### src/rtl/slave_rx_sink.sv
// Purpose: captures one received serial message into a byte buffer and holds it for the host.
// Latency: rx_rdy_wr one cycle after a write request is sampled; host_rd_data one cycle after address.
// Backpressure: none toward the receiver; while a message is held, new traffic is acked and dropped (overrun).
module slave_rx_sink #(
  parameter int ADDR_W  = 8,
  parameter int MAX_LEN = 256
) (
  input  logic              clk,
  input  logic              rst_l,
  input  logic [7:0]        rx_flag,
  input  logic [15:0]       rx_byte_number,
  input  logic              rx_hdr_en,
  input  logic              rx_req_wr,
  output logic              rx_rdy_wr,
  input  logic [15:0]       rx_addr,
  input  logic [7:0]        rx_data,
  input  logic              rx_end,
  input  logic              rx_right,
  input  logic              rx_line,
  input  logic [ADDR_W-1:0] host_rd_addr,
  output logic [7:0]        host_rd_data,
  input  logic              host_ack,
  output logic              msg_valid,
  output logic [7:0]        msg_flag,
  output logic [15:0]       msg_len,
  output logic              msg_line,
  output logic [7:0]        err_cnt,
  output logic              overrun
);

  localparam logic [15:0] MAX_CNT = 16'(MAX_LEN);

  typedef enum logic [1:0] {S_IDLE, S_RECV, S_WRITE, S_HOLD} state_t;

  state_t      state, state_nxt;
  logic [7:0]  mem [0:(1<<ADDR_W)-1];
  logic [7:0]  lat_flag;
  logic [15:0] lat_len;
  logic [15:0] wr_cnt;
  logic        bad;
  logic        armed;

  logic        accept, in_msg, msg_wr, addr_ok, cnt_full, wr_mem, bad_next;
  logic [15:0] cnt_next;
  logic        end_chk, commit, reject, start_idle, restart, load_hdr;
  logic        release_msg, err_inc, ovr_set;

  // Addresses beyond the buffer are flagged rather than aliased into it.
  assign addr_ok = ((rx_addr >> ADDR_W) == 16'd0);

  // Decode this cycle's events and the next state; a write landing with rx_end counts before the commit check.
  always_comb begin
    accept      = rx_req_wr && armed;
    in_msg      = (state == S_RECV) || (state == S_WRITE);
    msg_wr      = accept && (state == S_RECV);
    cnt_full    = (wr_cnt >= MAX_CNT);
    wr_mem      = msg_wr && addr_ok && !cnt_full;
    bad_next    = bad || (msg_wr && (!addr_ok || cnt_full));
    cnt_next    = (msg_wr && !cnt_full) ? (wr_cnt + 16'd1) : wr_cnt;
    end_chk     = rx_end && in_msg;
    commit      = end_chk && rx_right && !bad_next && (cnt_next == lat_len);
    reject      = end_chk && !commit;
    start_idle  = rx_hdr_en && (state == S_IDLE);
    restart     = rx_hdr_en && in_msg && !rx_end;
    load_hdr    = start_idle || restart;
    release_msg = host_ack && (state == S_HOLD);
    err_inc     = reject || restart || (rx_end && (state == S_HOLD));
    ovr_set     = (state == S_HOLD) && (rx_hdr_en || accept);
    state_nxt   = state;
    case (state)
      S_IDLE:  if (start_idle) state_nxt = S_RECV;
      S_RECV: begin
        if (commit)       state_nxt = S_HOLD;
        else if (reject)  state_nxt = S_IDLE;
        else if (restart) state_nxt = S_RECV;
        else if (msg_wr)  state_nxt = S_WRITE;
      end
      S_WRITE: begin
        if (commit)      state_nxt = S_HOLD;
        else if (reject) state_nxt = S_IDLE;
        else             state_nxt = S_RECV;
      end
      S_HOLD:  if (release_msg) state_nxt = S_IDLE;
      default: state_nxt = S_IDLE;
    endcase
  end

  // State register.
  always_ff @(posedge clk) begin
    if (!rst_l) state <= S_IDLE;
    else        state <= state_nxt;
  end

  // Message buffer; deliberately not cleared by reset.
  always_ff @(posedge clk) begin
    if (wr_mem) mem[rx_addr[ADDR_W-1:0]] <= rx_data;
  end

  // Registered host read port; a same-cycle write to the address returns the previous byte.
  always_ff @(posedge clk) begin
    if (!rst_l) host_rd_data <= 8'h00;
    else        host_rd_data <= mem[host_rd_addr];
  end

  // Handshake, message bookkeeping and status registers.
  always_ff @(posedge clk) begin
    if (!rst_l) begin
      armed     <= 1'b1;
      rx_rdy_wr <= 1'b0;
      lat_flag  <= 8'h00;
      lat_len   <= 16'h0000;
      wr_cnt    <= 16'h0000;
      bad       <= 1'b0;
      msg_valid <= 1'b0;
      msg_flag  <= 8'h00;
      msg_len   <= 16'h0000;
      msg_line  <= 1'b0;
      err_cnt   <= 8'h00;
      overrun   <= 1'b0;
    end else begin
      // A request level is served once; it must drop before the next one is taken.
      if (!rx_req_wr)  armed <= 1'b1;
      else if (accept) armed <= 1'b0;
      rx_rdy_wr <= accept;
      if (load_hdr) begin
        lat_flag <= rx_flag;
        lat_len  <= rx_byte_number;
        wr_cnt   <= 16'h0000;
        bad      <= 1'b0;
      end else begin
        wr_cnt <= cnt_next;
        bad    <= bad_next;
      end
      if (commit) begin
        msg_valid <= 1'b1;
        msg_flag  <= lat_flag;
        msg_len   <= cnt_next;
        msg_line  <= rx_line;
      end else if (release_msg) begin
        msg_valid <= 1'b0;
      end
      if (err_inc && (err_cnt != 8'hFF)) err_cnt <= err_cnt + 8'd1;
      if (ovr_set) overrun <= 1'b1;
    end
  end

endmodule

### config.mk
export PLATFORM = sky130hd
export DESIGN_NAME = slave_rx_sink
export DESIGN_NICKNAME = d
export VERILOG_FILES = /design/src/rtl/slave_rx_sink.sv
export SDC_FILE = /design/constraint.sdc
export NUM_CORES = 2
export LEC_CHECK = 0
export BUFFER_PORTS_ARGS = -buffer_cell sky130_fd_sc_hd__buf_4
export CAP_MARGIN = 25
export CORE_UTILIZATION = 30
export DETAILED_ROUTE_END_ITERATION = 7
export PLACE_DENSITY = 0.47
export RECOVER_POWER = 100
export SYNTH_ARGS = -nofsm -noshare
export SYNTH_HDL_FRONTEND = slang
export SYNTH_SLANG_ARGS = --single-unit
### constraint.sdc
create_clock -name clk -period 6.55 [get_ports clk]
set_input_delay 0.3275 -clock clk [delete_from_list [all_inputs] [get_ports clk]]
set_output_delay 0.3275 -clock clk [all_outputs]
set_load 0.05 [all_outputs]
==> results by group <==
Routing
  • DRT Pass-1 Iters: 7
  • Met1 wire length: between 90000 and 100000 um
  • Uppermost layer routed: met4
  • DR iter-0 viols: roughly 3800
  • Met3 Routed Length: 11700 um
  • Total Wirelength: roughly 220000 um
  • Wire length on met2: roughly 110000 um
  • Drc violations: 0
  • Vias per cell: between 4 and 5
  • Vias after detailed routing: 38200
  • DRT antenna net count: 0
  • Wirelength per Cell: 29.0 um

Timing
  • Setup Skew: about 0.045 ns
  • Worst Slack Setup Final: approximately 1.2 ns
  • FMAX: approximately 0.19 GHz
  • Max-slew violations: 992
  • Worst-Margin Slew: 6.29 ns
  • Hold WS: about 0.26 ns
  • RSZ-0062 raised after global routing: no
  • Fin. Hold Viols: 0
  • Rel. slew slack: -319%
  • Final Cycle Share: roughly 82%
  • Setup Viol. Count Final: 0
  • Setup TNS: 0 ns
  • Min Tclk post-route: approximately 5.4 ns

Setup path
  • Crit-path max FO: 63
  • Critical path launch point type: primary input
  • Worst r2r src: state[1]
  • Most used cell, CP: clkbuf_1
  • CP Depth: 3
  • Critical Path AT: approximately 5.7 ns
  • Req. time, crit path: slightly below 7 ns
  • Critical path class: primary input to register
  • Reg-to-reg slack, setup: around 1.3 ns
  • RR Endpoint: mem[26][3]
  • Top cell family by delay on the critical path: buffers and inverters
  • Critical Path Slowest Stage Cell: clkbuf_1
  • CP endpoint kind: register
  • Critical Path Max Stage Delay: 2.76 ns
  • Buf/Inv on CP: 3
  • Crit-path cells: dlygate4sd3_1 > clkbuf_1 > clkbuf_1
  • R2R cell count: 9

Floorplan
  • Site Rows: 192
  • Area of the die: 277000 sq um
  • Die Y: approximately 530 um
  • Initial Utilization: about 30%
  • Die X: 526 um
  • I/O pin count: about 110
  • Core ar.: ~270000 sq um

Final layout
  • Nets@finish: about 4000
  • Most common cell after layout, fill and taps aside: edfxtp_1
  • Final cell count without fillers: approximately 7700
  • Area Overhead vs Synth: 15.6%
  • Layout cells sized above 1: between 20 and 30%
  • Fill cell count: 25200
  • Most frequent cells in the layout: edfxtp_1, mux4_2, nor2_1

Synthesis
  • YS warnings: 0
  • Async set-reset flop share out of synthesis: 0%
  • Seq/Total Area, Yosys: 76.7%
  • Net Count, Synth: between 3000 and 4000
  • Post-synthesis cell type count: 57
  • Ys flop type: edfxtp_1
  • Post-synth EDFFs: between 2000 and 2500
  • Synth Instances: between 3000 and 4000
  • Synthesized area: roughly 80000 sq um
  • Yosys reg bits: around 2100
  • Syn Area/Cell: 22.5 sq um

Placement
  • Port bufs: 107
  • RePlAce Congestion: between 0.7 and 0.8
  • Dpl ws: approximately 1.6 ns
  • Detail Placement HPWL: between 100000 and 150000 um
  • Dpl cells: 7221

Power
  • Max rail drop VDD: around 0.22 mV
  • Sw power: about 6.4 mW
  • Switching part of the total: approximately 22%
  • Design Power: 29.3 mW
  • Leak pwr: roughly 29 nW
  • Power Density: roughly 310 nW/um^2
  • Comb power frac: under 10%
  • Reg power frac: roughly 51%
  • Clock Power Share: 43.4%
  • Design internal power: 22.9 mW

CTS
  • Skew-Pair Late Insertion Delay: approximately 0.87 ns
  • CTS H-tree lvls: 4
  • TritonCTS clock tree: built
  • Maximum buffer depth of the clock tree: 3
  • Inserted Clock Buffers: about 220
  • Postcts setup bufs: 0
  • CTS Sinks: about 2100
  • Root buffer cell: clkbuf_16
  • Clk pin slew, worst setup/hold paths: 0.06 ns

Global route
  • First-pass GRT wire length: between 300000 and 400000 um
  • GRT Total Usage: 16.0%
  • Initial antenna violation count: 15
  • Largest net degree at the start of global routing: 144
  • Vias in the first global route: about 40000
  • Total gr overflow: 0

Worst hold path
  • Worst Min Path Start: rx_line
  • Endpoint, Worst Hold: msg_line
  • Worst hold path type: primary input to register
  • Worst Hold Depth: 4

Run
  • Max Cap Viol: 15

Status
  • Status: complete, but fails checks
  • Failing checks: capacitance limit, slew limit
## sequential cells by signal, indices dropped and copies added, names as in the netlist
| register | count |
|---|---|
| lat_flag | 8 |
| msg_flag | 8 |
| msg_len | 16 |
| msg_line | 1 |
| host_rd_data | 8 |
| msg_valid | 1 |
| bad | 1 |
| lat_len | 16 |
| err_cnt | 8 |
| state | 2 |
| mem | 2048 |
| armed | 1 |
| overrun | 1 |
| rx_rdy_wr | 1 |
| wr_cnt | 16 |
## cells by family (layout without fill, tap and decap cells)
| logic type | after synthesis | count (layout) | synth area share [%] |
|---|---|---|---|
| buffers and inverters | 215 | 655 | 1.00 |
| adder cells (fa/ha/maj) | 8 | 8 | 0.121 |
| multiplexers | 691 | 691 | 18.6 |
| XOR/XNOR | 21 | 21 | 0.223 |
| AO/OA/AOI/OAI | 94 | 94 | 0.742 |
| flip-flops | 2136 | 2136 | 76.7 |
| AND/OR/NAND/NOR | 494 | 494 | 2.58 |
| other | 0 | 2 | 0 |
## per-layer routing
layer  track usage [%]  vias up
li1                  -    15900
met3              2.59      250
met1              22.8    20900
met2              25.8     1140
met4              3.27        0
met5                 0        -
## power groups by stage
stage,Combinational [mW],Sequential [mW],Clock [mW]
after floorplan,0.774,15.3,0
final,1.55,15.0,12.7
after global placement,1.58,15.3,0
after global routing,1.64,15.0,13.5
after CTS,1.61,15.0,13.0
after detailed placement,1.59,15.3,0
## cell usage after synthesis, types with 16 or more instances
cell	count	share of area (%)
buf_1	56	0.25
mux2i_1	19	0.23
mux4_2	672	18
nand3_1	24	0.15
dfxtp_1	88	2.1
nand2_1	94	0.43
a22oi_1	16	0.15
nor2_1	301	1.4
a21oi_1	42	0.25
edfxtp_1	2048	75
clkbuf_1	142	0.65
xnor2_1	18	0.19
## cell type report
class                   instances  area, sq um  area share [%]
flip-flops and latches       2136        63300            66.4
multi-input cells            1308        18400            19.3
clock buffers                 262         5730            6.01
well taps                    3589         4490            4.71
repair buffers                224         1850            1.94
clock inverters               156         1590            1.66
inverters                      13         48.8          0.0512
diodes                          2         5.00         0.00525
## metrics by stage
step / util, % / area, sq um
after floorplan: - / 82400
after global placement: 32.1 / 87900
after detailed placement: 32.1 / 87900
after CTS: 35.0 / 95700
after global routing: 34.9 / 95300
final: 34.9 / 95300
## worst max path at each step
stage | start | to | slack, ns
global placement | state[1] | mem[89][1] | 1.68
finish | rx_data[4] | mem[135][4] | 1.17
global route | rx_data[4] | mem[135][4] | 0.78
floorplan | host_rd_addr[0] | host_rd_data[5] | 3.33
detailed placement | state[1] | mem[93][4] | 1.65
CTS | state[1] | mem[93][4] | 1.61
## what timing repair did
item                      in CTS  in global routing
hold endpoints to repair     268                  0
resized for setup              0                  0
hold buffers                  48                  0
## worst min-delay path, cell delays in order
cell           delay (ns)
dlygate4sd3_1        0.53
buf_4                0.10
mux2i_1              0.06
nor2_1               0.07
Power figures use the tool's default switching activity.
